File: config.mk
export PLATFORM = sky130hd
export DESIGN_NAME = mux_select_sequencer
export DESIGN_NICKNAME = d
export VERILOG_FILES = /design/src/rtl/mux_select_sequencer.sv
export SDC_FILE = /design/constraint.sdc
export NUM_CORES = 1
export LEC_CHECK = 0
export ABC_AREA = 1
export CAP_MARGIN = 20
export CORE_MARGIN = 2
export CORE_UTILIZATION = 39
export CTS_BUF_LIST = sky130_fd_sc_hd__clkbuf_4
export CTS_CLUSTER_DIAMETER = 100
export DETAILED_ROUTE_END_ITERATION = 10
export PLACE_DENSITY_LB_ADDON = 0.1
export SLEW_MARGIN = 25
export SYNTH_ARGS = -nofsm -noshare
export SYNTH_HDL_FRONTEND = slang
export SYNTH_SLANG_ARGS = --single-unit
File: constraint.sdc
create_clock -name clk -period 1.32 [get_ports clk]
set_clock_uncertainty 0.1 [all_clocks]
set_input_delay 0.396 -clock clk [delete_from_list [all_inputs] [get_ports clk]]
set_output_delay 0.396 -clock clk [all_outputs]
set_load 0.02 [all_outputs]
File: src/rtl/mux_select_sequencer.sv
// Captures one data word and steps the 8:1 mux select through all values, HOLD clocks each.
// Latency: sel_valid one clock after accept; in_ready only in IDLE, so new words are refused while busy.
module mux_select_sequencer #(
  parameter int HOLD = 1,
  parameter bit DIR  = 1'b0
) (
  input  logic       clk,
  input  logic       rst,
  input  logic       in_valid,
  output logic       in_ready,
  input  logic [0:7] din,
  input  logic       abort,
  output logic [0:7] w_out,
  output logic [0:2] sel,
  output logic       sel_valid,
  output logic       exp_f,
  output logic       done
);

  if (HOLD < 1) begin : g_bad_hold
    $error("mux_select_sequencer: HOLD must be at least 1");
  end

  localparam int              CW        = $clog2(HOLD) + 1;
  localparam logic [CW-1:0]   CNT_LAST  = CW'(HOLD - 1);
  localparam logic [2:0]      SEL_FIRST = DIR ? 3'd7 : 3'd0;
  localparam logic [2:0]      SEL_LAST  = DIR ? 3'd0 : 3'd7;

  typedef enum logic [1:0] {
    IDLE = 2'd0,
    SCAN = 2'd1,
    DONE = 2'd2
  } state_t;

  state_t        state_q;
  logic [0:7]    w_q;
  logic [2:0]    sel_q;
  logic [2:0]    sel_d;
  logic [CW-1:0] cnt_q;
  logic          sel_valid_q;
  logic          done_q;

  always_comb begin
    sel_d = DIR ? (sel_q - 3'd1) : (sel_q + 3'd1);
  end

  always_ff @(posedge clk) begin
    if (rst) begin
      state_q     <= IDLE;
      w_q         <= '0;
      sel_q       <= '0;
      cnt_q       <= '0;
      sel_valid_q <= 1'b0;
      done_q      <= 1'b0;
    end else begin
      done_q <= 1'b0;
      case (state_q)
        IDLE: begin
          if (in_valid) begin
            w_q         <= din;
            sel_q       <= SEL_FIRST;
            cnt_q       <= '0;
            sel_valid_q <= 1'b1;
            state_q     <= SCAN;
          end
        end
        SCAN: begin
          // Abort wins even on the final hold cycle, so no done pulse is produced.
          if (abort) begin
            sel_valid_q <= 1'b0;
            state_q     <= IDLE;
          end else if (cnt_q == CNT_LAST) begin
            cnt_q <= '0;
            if (sel_q == SEL_LAST) begin
              sel_valid_q <= 1'b0;
              done_q      <= 1'b1;
              state_q     <= DONE;
            end else begin
              sel_q <= sel_d;
            end
          end else begin
            cnt_q <= cnt_q + CW'(1);
          end
        end
        DONE: begin
          state_q <= IDLE;
        end
        default: begin
          state_q <= IDLE;
        end
      endcase
    end
  end

  assign in_ready  = (state_q == IDLE);
  assign w_out     = w_q;
  assign sel       = sel_q;
  assign sel_valid = sel_valid_q;
  assign done      = done_q;
  assign exp_f     = w_q[sel_q];

endmodule
# Word level (Yosys, flattened, before mapping)
# Cells that the tools add are included.
[word_totals]
register_bits = 16
latchBits = 0
mem_bits_rw = 0
mem_bits_ro = 0
inputBits = 12
wordCells = 50
n_memories = 0
[classes]
n_addsub = 2
multipliers = 0
div_mod_pow = 0
n_lt_le_gt_ge = 1
eq_ne = 8
shifts = 0
muxes = 23
bitwise = 2
reduce_logical = 8
[op_table]
columns = ["operator", "n"]
rows = [
  ["$mux W3", 4],
  ["$mux W1", 10],
  ["$mux W2", 4],
  ["$ne A2 B2 Y1 const B", 4],
  ["$ne A3 B3 Y1 const B", 2],
  ["$pmux W3 S2", 1],
  ["$reduce_and A3 Y1", 2],
  ["$reduce_and A5 Y1", 1],
  ["$ge A4 B4 Y1 const B", 1],
  ["$not A3 Y4", 1],
  ["$pmux W1 S2", 2],
  ["$pmux W2 S2", 1],
  ["$reduce_and A4 Y1", 1],
  ["$reduce_or A4 Y1", 1],
  ["$add A3 B1 Y3 const B", 1],
  ["$bmux W1 S3", 1],
  ["$eq A3 B3 Y1 const B", 1],
  ["$eq A2 B1 Y1 const B", 1],
  ["$logic_not A2 Y1", 1],
  ["$reduce_and A2 Y1", 1],
  ["$reduce_bool A2 Y1", 1],
  ["$add A1 B1 Y1 const B", 1],
  ["$not A1 Y1", 1],
]

# Longest topological paths before layout
# Gate-level depths: netlist (run 1).
[logic_depth]
ltp_word = 5
mapped_depth = 8

# Worst setup path after synthesis (run 1)
# Ideal clock, no wire load.
[synth_timing]
path_kind = "reg-to-output"
start = "reg sel_q[0] (netlist: sel[2])"
end = "out exp_f"
t_arrival_ns = 1.054
slack_ns = -0.230
stages_incl_launch_ff = 6
path_buffers = 0
path_cell_list = "dfxtp_1 inv_1 o21ai_0 nand2_1 nand2_1 nand2_1"
[synth_between]
elab_chain_len = 4
[synth_rtl]
columns = ["element", "line_no", "source"]
rows = [
  ["start: declaration", "37", "logic [2:0] sel_q;"],
  ["start signal: assignment", "79", "sel_q <= sel_d;"],
  ["$not A3 Y4 (not written as such)", "100", "assign exp_f = w_q[sel_q];"],
  ["$bmux W1 S3", "100", ""],
  ["$mux W1 (not written as such) (2 in series)", "100", ""],
  ["end: declaration", "16", "output logic exp_f,"],
]
# No other way between the ends. The select of a mux whose other input is x is not followed.

# Final worst setup path (run 1)
# Ends and elaborated chain as after synthesis.

==> results of run 1 <==
[registers in the layout, indices dropped and copies added, names as in the netlist]
name	count
done	1
sel	3
sel_valid	1
state_q	2
w_out	8
[cell type report]
class	count	area, um2	area share (%)
multi-input combinational	66	390	30.5
tap	16	20.0	1.56
inverter	8	35.0	2.74
clock buffer	4	30.0	2.35
sequential	15	324	25.3
timing repair buffer	46	480	37.5
[synth_stat cells]
library cell	n	area share [%]
nor2_4	1	1.7
a21oi_1	3	2.3
buf_6	1	1.7
ha_1	2	3.8
inv_1	5	2.8
nand3_1	3	2.3
nor2_2	2	1.9
o21ai_0	11	8.3
inv_2	2	1.1
nor2_1	26	15
nand2_1	12	6.8
o21ai_1	2	1.5
clkinv_2	1	0.76
nand2_4	1	1.7
dfxtp_1	15	45
nand2_2	1	0.95
and3_2	2	2.3
[report_power, final]
group	total [mW]	switching, mW	internal (mW)
sequential	0.503	0.0231	0.479
clock	0.292	0.154	0.138
combinational	0.355	0.156	0.199
total	1.15	0.333	0.817
[worst paths after layout]
check                           slack [ps]  depth (start not counted)        end      start
worst max-delay path                  -430                          7      exp_f     sel[2]
worst min-delay path                   400                          2  sel_valid  sel_valid
worst max register to register        -270                         10     sel[2]     sel[2]
worst min register to register         400                          2  sel_valid  sel_valid
[logic make-up (layout without fill, tap and decap cells)]
logic type / after synthesis / count (layout) / share of synthesized area [%]
AOI/OAI and AO/OA: 16 / 16 / 12.1
and+or+nand+nor: 48 / 48 / 32.3
DFF: 15 / 15 / 45.4
adders and majority gates: 2 / 2 / 3.78
buffers and inverters: 9 / 58 / 6.43
[stage by stage]
step	setup slack, ps	area, um2	hold slack [ps]
floorplan	-3.15	684	355
CTS	-410	1210	370
global route	-508	1280	432
detailed placement	-518	1130	356
global placement	-480	1130	361
finish	-431	1280	404
[layer usage]
metal	global-route usage [%]	share of wire, %	up-vias
li1	-	-	387
met1	23.8	38	344
met2	35.7	54	26
met3	4.40	5.0	8
met4	11.2	3.7	0
met5	0	0	-
[critical path, cell delays in order (launching register included)]
cell     delay, ps
dfxtp_4        390
nor2_2          30
nor2_1         100
o21ai_1         80
o21ai_1        110
nand2_1         90
nand2_2         60
buf_6          110
[timing repair]
action,CTS,global route
endpoints found under the setup margin,22,21
hold endpoints to repair,0,0
setup buffers,1,3
pin swaps,3,9
resized for setup,100,17
==> key figures, run 1 <==
Outcome
  • Status: finished with violations
  • Failing checks: setup timing

Finish
  • N_diodes: 0
  • Layout cell share with drive strength beyond 1: a little over half
  • Fin cells: 155
  • Area delta synth->final: 93.4%
  • Final Util: between 80 and 90%
  • Commonest non-fill, non-tap cell in the layout: nor2_1
  • Highest-count cells in the layout ignoring fill and taps: 23 x nor2_1, 20 x buf_6, 11 x clkdlybuf4s50_1
  • Final net count: approximately 150
  • Layout fillers: 93

Floorplanning
  • Site Rows: 14
  • Initial cell density of the core: a little over two fifths
  • Die Wd: about 45 um
  • Die ar.: approximately 2000 um2
  • Core area: roughly 1500 um2
  • Die height: ~45 um
  • I/O pins: 27

Pwr
  • Final total power: 1.15 mW
  • Power Dens Cells: roughly 900 nW/um2
  • Worst IR Drop VDD: between 600 and 700 uV
  • Lkg Pwr: about 0.6 nW

Yosys
  • Yosys warns: 0
  • Seq/Total Area, Yosys: a little under half
  • Cells after Synth: 90
  • Library cells used by synthesis: 17
  • Synth Register Bits: 15
  • Mapped cell area: ~660 um2
  • Syn_area_per_cell: ~7.4 um2
  • Synth Net Count: around 100

Min path
  • Hold WC Path Type: reg -> reg

Global route
  • Grt total ovfl: 0
  • Total Routing Usage GR: between 20 and 25%
  • Number of global-route vias before repair: around 740
  • Initial antenna violation count: 0
  • Largest net degree at the start of global routing: 10
  • First-pass GRT wire length: 3050 um

Job
  • Max Cap Viol: 0

Placement
  • Placed cells: 150
  • Final GP Congestion: just over 0.8
  • HPWL after detailed placement: about 1300 um
  • Port bufs: 26

STA
  • Final hold vios: 0
  • Worst-Margin Slew: between 200 and 300 ps
  • Slew Limit Headroom: between 80 and 90%
  • Min Tclk post-route: roughly 1800 ps
  • RSZ-0062 raised after global routing: true
  • Setup TNS: -2250 ps
  • Achievable frequency: between 500 and 600 MHz
  • Final setup vio count: 19
  • Final worst-path setup slack: -431 ps
  • Period utilisation layout: 133%
  • Max Slew Vio Count: 0

Clocking
  • Clk buf depth: 2
  • CTS tree: done
  • Total CTS buffers: 3
  • Clock Sink Count: 15
  • Clk slew on worst S/H paths: approximately 100 ps
  • Hold-fix buffers, CTS: 0
  • Root buffer cell: clkbuf_4
  • # H-tree levels: 1
  • Clock Latency Late Sink: about 280 ps

Setup path
  • Crit path required time: between 800 and 900 ps
  • WS Path Type: reg -> out
  • Worst Setup End Kind: output port
  • Setup crit start kind: register
  • Critical path peak fanout: 6
  • Crit path arrival time: around 1300 ps

Detailed routing
  • DR pass1 iterations: 4
  • Post-DRT Antenna Nets: 0
  • Iter 0 DRT Violations: 9
  • Vias per cell: 4.94
  • Drt wl/cell: roughly 12 um
  • Drt drc: 0
  • Total number of vias: approximately 770
  • Routed WL: roughly 1900 um
Power figures use the tool's default switching activity.
==> run 2, diff against run 1 <==
- CTS_CLUSTER_DIAMETER: 100 -> 40
- SETUP_SLACK_MARGIN: default -> 0.3
==> key figures, run 2 (synthesis gave the netlist of run 1 again) <==
Outcome
  • Status: finished with violations
  • Failing checks: setup timing

Setup path
  • Crit path arrival time: 1260 ps (about the same)
  • Crit path required time: 820 ps (about the same)
  • Worst Setup End Kind: output port
  • Setup crit start kind: register
  • Worst setup path start: sel[2]
  • WS Path Type: reg -> out
  • Worst R2R Start: sel[2]
  • Critical path peak fanout: 6 (unchanged)

Clocking
  • Hold-fix buffers, CTS: 0 (unchanged)
  • Root buffer cell: clkbuf_4
  • Clock Sink Count: 15 (unchanged)
  • Clk slew on worst S/H paths: 90 ps (about the same)
  • Clock Latency Late Sink: 290 ps (about the same)
  • Clk buf depth: 2 (unchanged)
  • Total CTS buffers: 3 (unchanged)
  • CTS tree: done
  • # H-tree levels: 1 (unchanged)

Floorplanning
  • I/O pins: 27 (unchanged)
  • Core area: 1540 um2 (unchanged)
  • Die ar.: 2040 um2 (unchanged)
  • Site Rows: 14 (unchanged)
  • Die Wd: 45.2 um (unchanged)
  • Initial cell density of the core: 42.9% (unchanged)
  • Die height: 45.2 um (unchanged)

Min path
  • Hold WC Path Type: reg -> reg
  • Hold Startpoint: w_out[2]

Pwr
  • Flop pwr share: 41.9% (-1.8 points)
  • Switching Power: 0.371 mW (+12%)
  • Clk pwr share: 24.4% (-1.0 points)
  • Comb power frac: 33.7% (+2.8 points)
  • P_int: 0.833 mW (+2.1%)
  • Lkg Pwr: 0.629 nW (+5.9%)
  • Power Dens Cells: 864 nW/um2 (-3.7%)
  • Switching share of power: 30.8% (+1.9 points)
  • Worst IR Drop VDD: 944 uV (+40%)

Finish
  • Layout fillers: 70 (-25%)
  • Highest-count cells in the layout ignoring fill and taps: 27 x buf_6, 18 x nor2_1, 12 x dfxtp_2
  • Commonest non-fill, non-tap cell in the layout: buf_6
  • N_diodes: 0 (unchanged)
  • Final instance area: 1390 um2 (+8.9%)
  • Max FFs per register: 8 (unchanged)
  • Layout cell share with drive strength beyond 1: 66.7% (+13 points)
  • Area delta synth->final: 111%
  • Final net count: 159 (+3.2%)

Detailed routing
  • DR pass1 iterations: 4 (unchanged)
  • Drt drc: 0 (unchanged)
  • Routed WL: 2530 um (+33%)
  • Total number of vias: 831 (+8.6%)
  • Vias per cell: 5.19 (+5.2%)
  • Drt wl/cell: 15.8 um (+29%)
  • Post-DRT Antenna Nets: 0 (unchanged)
  • Iter 0 DRT Violations: 20 (+11)

Global route
  • Initial antenna violation count: 0 (unchanged)
  • Total Routing Usage GR: 24.7% (+3.9 points)
  • Largest net degree at the start of global routing: 10 (unchanged)
  • First-pass GRT wire length: 3520 um (+15%)
  • Number of global-route vias before repair: 812 (+9.1%)
  • Grt total ovfl: 0 (unchanged)

STA
  • Hold slack: 491 ps (+86.5 ps)
  • Final worst-path setup slack: -431 ps (-0.175 ps)
  • Worst-Margin Slew: 236 ps (-20.5 ps)
  • Final setup vio count: 19 (unchanged)
  • Achievable frequency: 571 MHz (about the same)
  • Period utilisation layout: 133% (about the same)
  • Max Slew Vio Count: 0 (unchanged)
  • RSZ-0062 raised after global routing: true
  • Slew Limit Headroom: 84.2% (+1.4 points)
  • Final hold vios: 0 (unchanged)
  • Min Tclk post-route: 1750 ps (+0.175 ps)

Job
  • Max Cap Viol: 0 (unchanged)

Placement
  • Port bufs: 26 (unchanged)
  • Placed cell area: 1120 um2 (-1.4%)
  • Final GP Congestion: 0.807 (-1.7%)
  • HPWL after detailed placement: 1280 um (-0.90%)
==> run 2: cell count changes in the layout (fill, tap and decap cells not counted), moves of 2 or more <==
cell	change
buf_12	-2
buf_2	-2
buf_6	+7
dfxtp_1	-2
dfxtp_2	+2
nor2_1	-5
nor2_2	+4
o21ai_0	-7
o21ai_2	+8
==> run 2: power groups by stage <==
stage | Combinational, mW | Clock, mW | Sequential, mW
after floorplan | 0.0979 | 0 | 0.540
after global placement | 0.296 | 0 | 0.508
after detailed placement | 0.299 | 0 | 0.507
after CTS | 0.354 | 0.282 | 0.505
after global routing | 0.431 | 0.314 | 0.507
final | 0.406 | 0.294 | 0.505
==> run 2: final timing paths <==
path	to	cells past startpoint	slack [ps]
setup / recovery	exp_f	7	-430
hold / removal	w_out[2]	3	490
setup reg to reg	sel_valid	9	-290
hold reg to reg	w_out[2]	3	490
==> run 2: cell type report <==
type | count | area [um2] | area share (%)
inverters | 8 | 40.0 | 2.87
well taps | 16 | 20.0 | 1.44
clock buffers | 4 | 30.0 | 2.15
multi-input cells | 66 | 447 | 32.0
flip-flops and latches | 15 | 327 | 23.4
repair buffers | 51 | 531 | 38.1
==> run 2: routing by layer <==
| layer | up-vias | wire [um] | part of all wire [%] | GRT usage, % |
|---|---|---|---|---|
| li1 | 396 | - | - | - |
| met1 | 399 | 964 | 38 | 24.4 |
| met2 | 28 | 1380 | 55 | 44.6 |
| met3 | 8 | 114 | 4.5 | 7.20 |
| met4 | 0 | 61 | 2.4 | 15.3 |
| met5 | - | 0 | 0 | 0 |
==> run 2: critical path: stages, from the launching register on <==
cell     delay (ps)
dfxtp_4         380
nor2_2           40
nor2_1          140
o21ai_1          80
o21ai_1          80
nand2_1          80
nand2_2          60
buf_6           110
==> run 2: what timing repair did <==
item,in CTS,in global routing
pin swaps,11,13
hold endpoints to repair,0,0
buffers inserted,1,4
gates resized for setup,124,23
endpoints found under the setup margin,30,30
==> run 2: through the flow <==
step / setup WS [ps] / util (%) / total power, mW / instances / setup TNS, ps
after global placement: -480 / 72.5 / 0.803 / 151 / -5270
final: -431 / 90.4 / 1.20 / 160 / -2800
after CTS: -372 / 83.5 / 1.14 / 156 / -1340
after global routing: -508 / 90.4 / 1.25 / 160 / -3580
after detailed placement: -514 / 72.5 / 0.806 / 151 / -5540
after floorplan: -3.11 / - / 0.638 / 90 / -3.56
==> run 3, diff against run 2 <==
- CAP_MARGIN: 20 -> default
- SLEW_MARGIN: 25 -> default
==> results of run 3 <==
The final DEF is identical to that of run 2; final timing and power are the same.
